### config.mk
export PLATFORM = sky130hd
export DESIGN_NAME = gerenciador_vidas
export DESIGN_NICKNAME = d
export VERILOG_FILES = /design/src/rtl/gerenciador_vidas.sv
export SDC_FILE = /design/constraint.sdc
export NUM_CORES = 1
export LEC_CHECK = 0
export ABC_AREA = 0
export CAP_MARGIN = 20
export CORE_AREA = 2 2 39 41
export CTS_CLUSTER_SIZE = 10
export DETAILED_ROUTE_END_ITERATION = 8
export DIE_AREA = 0 0 41 43
export MAX_ROUTING_LAYER = met4
export SYNTH_ARGS = -nofsm -noshare
export SYNTH_HDL_FRONTEND = slang
export SYNTH_SLANG_ARGS = --single-unit
### constraint.sdc
create_clock -name clock_i -period 1.9 [get_ports clock_i]
set_input_delay 0.19 -clock clock_i [delete_from_list [all_inputs] [get_ports clock_i]]
set_output_delay 0.19 -clock clock_i [all_outputs]
set_load 0.02 [all_outputs]
### src/rtl/gerenciador_vidas.sv
// gerenciador_vidas: game-level life manager FSM mirroring a 3-bit life counter.
//
// Counts rising edges of the raw hit level as player hits and keeps a mirrored
// life count. It emits one-cycle dec/reload pulses so an external life counter
// stays equal to lives_o. After a non-fatal hit, an optional invulnerability
// window ignores further hits. The FSM flags game over when the last life is lost.
//
// Build option: define GERENCIADOR_GRACE_EN to include the INVULN state and the
// grace timer. Without it, a non-fatal hit returns straight to PLAYING,
// invuln_o is tied low and GRACE_CYCLES/GRACE_W have no effect.
//
// Ports:
//   clock_i      rising-edge system clock
//   reset_i      synchronous, active-high reset
//   start_i      new-game request level (honoured in IDLE and GAME_OVER)
//   hit_i        raw collision level; only its rising edges count
//   lives_o      registered life count
//   cnt_dec_o    one-cycle pulse: decrement the external life counter
//   cnt_rst_o    one-cycle pulse: reload the external life counter
//   invuln_o     high while the grace window is active
//   game_over_o  high in GAME_OVER
//   state_o      IDLE=0 PLAYING=1 INVULN=2 GAME_OVER=3
module gerenciador_vidas #(
    parameter int LIFE_W       = 3,
    parameter int INIT_LIVES   = 7,
    parameter int GRACE_CYCLES = 8,
    parameter int GRACE_W      = 4
) (
    input  logic              clock_i,
    input  logic              reset_i,
    input  logic              start_i,
    input  logic              hit_i,
    output logic [LIFE_W-1:0] lives_o,
    output logic              cnt_dec_o,
    output logic              cnt_rst_o,
    output logic              invuln_o,
    output logic              game_over_o,
    output logic [1:0]        state_o
);
    localparam logic [1:0] IDLE      = 2'd0;
    localparam logic [1:0] PLAYING   = 2'd1;
    localparam logic [1:0] GAME_OVER = 2'd3;
    localparam logic [LIFE_W-1:0] INIT_L = LIFE_W'(INIT_LIVES);
    localparam logic [LIFE_W-1:0] ONE_L  = LIFE_W'(1);

    logic [1:0]        state_q, state_d;
    logic [LIFE_W-1:0] lives_q, lives_d;
    logic              dec_q, dec_d;
    logic              rst_q, rst_d;
    logic              go_q, go_d;
    logic              hit_q;
    logic              hit_edge;

    assign hit_edge = hit_i & ~hit_q;

`ifdef GERENCIADOR_GRACE_EN
    localparam logic [1:0] INVULN = 2'd2;
    localparam logic [GRACE_W-1:0] GRACE_L = GRACE_W'(GRACE_CYCLES);
    logic [GRACE_W-1:0] timer_q, timer_d;
    logic               inv_q, inv_d;

    always_comb begin
        state_d = state_q;
        lives_d = lives_q;
        timer_d = timer_q;
        dec_d   = 1'b0;
        rst_d   = 1'b0;
        case (state_q)
            IDLE, GAME_OVER: begin
                lives_d = (state_q == GAME_OVER) ? '0 : lives_q;
                if (start_i) begin
                    state_d = PLAYING;
                    lives_d = INIT_L;
                    rst_d   = 1'b1;
                end
            end
            PLAYING: begin
                // lives_q is never 0 here; the guard keeps dec from ever firing at zero
                if (hit_edge && lives_q != '0) begin
                    dec_d   = 1'b1;
                    lives_d = lives_q - ONE_L;
                    if (lives_q == ONE_L) begin
                        state_d = GAME_OVER;
                    end else if (GRACE_CYCLES != 0) begin
                        state_d = INVULN;
                        timer_d = GRACE_L;
                    end
                end
            end
            INVULN: begin
                // The timer value 1 marks the final grace cycle, so invuln lasts GRACE_CYCLES cycles
                timer_d = timer_q - GRACE_W'(1);
                if (timer_q <= GRACE_W'(1)) begin
                    state_d = PLAYING;
                    timer_d = '0;
                end
            end
            default: state_d = IDLE;
        endcase
        inv_d = (state_d == INVULN);
        go_d  = (state_d == GAME_OVER);
    end

    always_ff @(posedge clock_i) begin
        hit_q <= hit_i;
        if (reset_i) begin
            state_q <= IDLE;
            lives_q <= INIT_L;
            timer_q <= '0;
            dec_q   <= 1'b0;
            rst_q   <= 1'b0;
            inv_q   <= 1'b0;
            go_q    <= 1'b0;
        end else begin
            state_q <= state_d;
            lives_q <= lives_d;
            timer_q <= timer_d;
            dec_q   <= dec_d;
            rst_q   <= rst_d;
            inv_q   <= inv_d;
            go_q    <= go_d;
        end
    end

    assign invuln_o = inv_q;
`else
    // Grace parameters are only meaningful with the grace window built in
    logic unused_grace;
    assign unused_grace = ^{32'(GRACE_CYCLES), 32'(GRACE_W)};

    always_comb begin
        state_d = state_q;
        lives_d = lives_q;
        dec_d   = 1'b0;
        rst_d   = 1'b0;
        case (state_q)
            IDLE, GAME_OVER: begin
                lives_d = (state_q == GAME_OVER) ? '0 : lives_q;
                if (start_i) begin
                    state_d = PLAYING;
                    lives_d = INIT_L;
                    rst_d   = 1'b1;
                end
            end
            PLAYING: begin
                if (hit_edge && lives_q != '0) begin
                    dec_d   = 1'b1;
                    lives_d = lives_q - ONE_L;
                    state_d = (lives_q == ONE_L) ? GAME_OVER : PLAYING;
                end
            end
            default: state_d = IDLE;
        endcase
        go_d = (state_d == GAME_OVER);
    end

    always_ff @(posedge clock_i) begin
        hit_q <= hit_i;
        if (reset_i) begin
            state_q <= IDLE;
            lives_q <= INIT_L;
            dec_q   <= 1'b0;
            rst_q   <= 1'b0;
            go_q    <= 1'b0;
        end else begin
            state_q <= state_d;
            lives_q <= lives_d;
            dec_q   <= dec_d;
            rst_q   <= rst_d;
            go_q    <= go_d;
        end
    end

    assign invuln_o = 1'b0;
`endif

    assign state_o     = state_q;
    assign lives_o     = lives_q;
    assign cnt_dec_o   = dec_q;
    assign cnt_rst_o   = rst_q;
    assign game_over_o = go_q;
endmodule

### Word level (Yosys, flattened, before mapping)

Cells that the tools add are included.

| operators by class | value |
|---|---|
| multiplexer cells | 10 |
| add/sub/neg operators | 1 |
| reduce and logical (&&, ||, !) cells | 8 |
| bitwise gates (word level) | 4 |
| equality and inequality tests | 6 |
| multipliers | 0 |
| shift operators | 0 |
| $lt $le $gt $ge | 0 |
| div/mod/pow operators | 0 |

Operators by type and width:

| cell | number |
|---|---|
| $mux 3 | 3 |
| $mux 2 | 3 |
| $pmux 3 s2 | 1 |
| $reduce_or 2->1 | 3 |
| $eq 2x2->1 const B | 2 |
| $pmux 2 s2 | 1 |
| $eq 3x1->1 const B | 1 |
| $ne 3x3->1 const B | 1 |
| $not 1->1 | 3 |
| $reduce_and 3->1 | 1 |
| $reduce_bool 3->1 | 1 |
| $sub 3x1->3 const B | 1 |
| $eq 2x1->1 const B | 1 |
| $logic_not 2->1 | 1 |
| $mux 1 | 2 |
| $ne 2x2->1 const B | 1 |
| $reduce_bool 2->1 | 1 |
| $and 1x1->1 | 1 |
| $logic_and 1x1->1 | 1 |

| word-level totals | value |
|---|---|
| bits in registers | 9 |
| memories | 0 |
| latch bits | 0 |
| word-level logic and storage cells | 35 |
| bits in read-only memories | 0 |
| bits in writable memories | 0 |

### Logic depth before layout (Yosys ltp)

| logic depth | value |
|---|---|
| depth after elaboration | 6 |
| mapped depth | 7 |
| depth with buffers taken out | 7 |

### Least setup slack after synthesis

OpenSTA, ideal clock, no wires.

| path | value |
|---|---|
| path kind | flip-flop to flip-flop |
| start point | register lives_q[0], in the netlist lives_o[0] |
| end point | register lives_q[0], in the netlist lives_o[0] |
| data required time | 1.780 ns |
| stages on the path, launching flop included | 8 |
| clock period less this slack | 1.827 ns |
| path buffers | 0 |
| setup time | 0.120 ns |
| setup slack | 0.073 ns |
| data arrival time | 1.708 ns |
| path through | dfxtp_1 -> inv_1 -> ha_1 -> ha_1 -> nor3b_4 -> a2bb2oi_4 -> a21oi_2 -> a211o_1 |

| between the ends | value |
|---|---|
| word-level cells in the longest chain between the ends | 4 |

RTL lines:

| what | RTL line | text |
|---|---|---|
| start, declared | 47 | `logic [LIFE_W-1:0] lives_q, lives_d;` |
| start signal, assigned | 167 | `lives_q <= lives_d;` |
| parallel branches: the longest is 4 deep, another holds $sub 3x1->3 | - |  |

Parallel ways; which one is timed is not known. The select of a mux whose other input is x is not followed.
A chain may end at the register's enable or synchronous reset.

### Worst setup path after layout

Ends and elaborated chain as after synthesis.

==> metrics.cfg <==
[run_status]
status=complete, no violations

[global_route]
use_met1_pct=17.8
overflow=0
antenna_found_initial=0
grtUsageMet3_pct=3.14
gr-max-usage-layer=met1
grt_pass1_wl_mm=1.39
grt_max_degree=9
track_usage_pct=12.8
grt_util_met2_pct=13.1
grt_pass1_vias=321

[sta]
layout_setup_ws_ps=131
hold_viol_final=0
fmaxAchievable_ghz=0.565
rsz0062_at_grt=false
finalClockSkew_ps=6.19
period_needed_ps=1770
setup_viol=0
holdWs_ps=430
fin_crit_sh_pct=93.1
fin_tns_setup_ps=0
report.final.slew_viol_count=0

[power]
power.density_nw_per_um2=751
leakage_nw=0.296
peakVddDrop_mv=0.429

[synth]
synth_nets=65
yosysMostFrequentCell=dfxtp_1
syn_area_um2=502
synth-seq-cells=9
syn_area_per_cell_um2=9.29
yosys.area.top_type_share_pct=35.9
ys_seq_area_share_pct=35.9
yosys_warnings=0
syn_inst=54
ys_types=22
ys.flop_type=dfxtp_1
synth_common_cells=9 x dfxtp_1, 8 x inv_1, 7 x ha_1
netlist.top_cell.by_area=dfxtp_1
async_flop_share_pct=0
synth_area_leaders=dfxtp_1 36%, ha_1 17%, inv_1 6.0%
synth_edf_count=0

[cts]
cts_sinks=9
cts_buffers=3
hold_buffers=0
path_clk_slew_ps=60
post_cts_buffers=0
h-tree-depth=1
postCtsResizedCells=0
cts_tree=yes
root_buffer=clkbuf_4
max-clock-path-buffers=2
clkLatencyLatePin_ps=270

[worst_setup_path]
critPathMaxFanout=6
endpoint_kind=flip-flop
slowest_delay_ps=360
cpLargestDelayFamily=compound AO/OA/AOI/OAI gates
crit_chain=inv_1 > ha_1 > ha_1 > nor3b_4 > a2bb2oi_4 > a21oi_2 > a211o_1
cpMostUsedCell=ha_1
cp.required_ps=2050
crit_path_top_delay_cell=dfxtp_1
arrival_ps=1920
path_buf_inv=1
cp-start-kind=flip-flop
worst-setup-path-type=flip-flop to flip-flop

[die]
initial_core_util_pct=36.3
die_w_um=41
io_pins=13
die_area_um2=1760
die_h_um=43
rows=14
core_um2=1380

[placement]
hpwl_um=642
place_inst=80
portBuffers=11
place_area_um2=628
preCtsSetupSlack_ps=118
gp_routability_congestion=0.776

[final_layout]
final_cells=84
nets=80
drive_gt1_share_pct=10.3
num_antenna_cells=0
stdcell_area_um2=654
syn2layout_area_growth_pct=30.4

[detailed_routing]
drc=0
dr.pass1.iters=1
vias_per_cell=4.62
post_drt_wl_per_cell_um=9.86
via_count=388
ant_nets=0
wl_um=828
drtIter0Drc=0

[hold_path]
hold_class=input port to flip-flop

[run]
maxCapViolCount=0

## final cells by class
type,instances,area [um2]
Fill cell,138,729
Multi-Input combinational cell,35,280
Sequential cell,9,180
Timing Repair Buffer,12,118
Inverter,8,30.0
Clock buffer,4,26.3
Tap cell,16,20.0
## metal layers
layer,vias to the layer above,routed length (um)
met5,-,0
met1,167,387
li1,207,-
met2,8,373
met3,6,30
met4,0,38
## power by group
group          leakage (nW)  internal [mW]  switching [mW]  total [mW]
Combinational         0.206         0.0634          0.0666       0.130
Clock                0.0150         0.0811          0.0703       0.151
Sequential           0.0741          0.202         0.00825       0.210
Total                 0.296          0.346           0.145       0.492
## registers in the layout, summed over array words and instances, names as in the netlist
signal	flops
hit_q	1
cnt_dec_o	1
cnt_rst_o	1
state_o	2
game_over_o	1
lives_o	3
## path summary, 6_finish.rpt
path	to	slack (ps)	cells past startpoint	startpoint
max	lives_o[0]	130	7	lives_o[0]
min	hit_q	430	1	hit_i
max reg2reg	lives_o[0]	130	7	lives_o[0]
min reg2reg	lives_o[1]	560	2	lives_o[1]
## per-stage QoR
stage	total power, mW	util, %
floorplan	0.302	-
global placement	0.346	45.4
detailed placement	0.346	45.4
CTS	0.501	47.3
global route	0.530	47.3
finish	0.492	47.3
## cell families after synthesis
| kind of cell | synth area share, % |
|---|---|
| AO/OA/AOI/OAI | 19.2 |
| adder cells (fa/ha/maj) | 17.5 |
| buffers and inverters | 8.23 |
| flip-flops | 35.9 |
| other | 0.747 |
| AND/OR/NAND/NOR | 18.5 |
## layout by cell type, fill, tap and decap left out, drive strengths merged
| master | count |
|---|---|
| clkbuf | 4 |
| a211oi | 1 |
| nand2 | 1 |
| nor2 | 6 |
| buf | 1 |
| inv | 8 |
| nand2b | 2 |
| o22ai | 1 |
| nor3b | 2 |
| nor2b | 1 |
| a211o | 2 |
| conb | 1 |
| nor3 | 2 |
| nand4bb | 1 |
| o21ai | 3 |
| dfxtp | 9 |
| clkdlybuf4s50 | 11 |
| a21oi | 4 |
| ha | 7 |
| a2bb2oi | 1 |
Power figures use the tool's default switching activity.
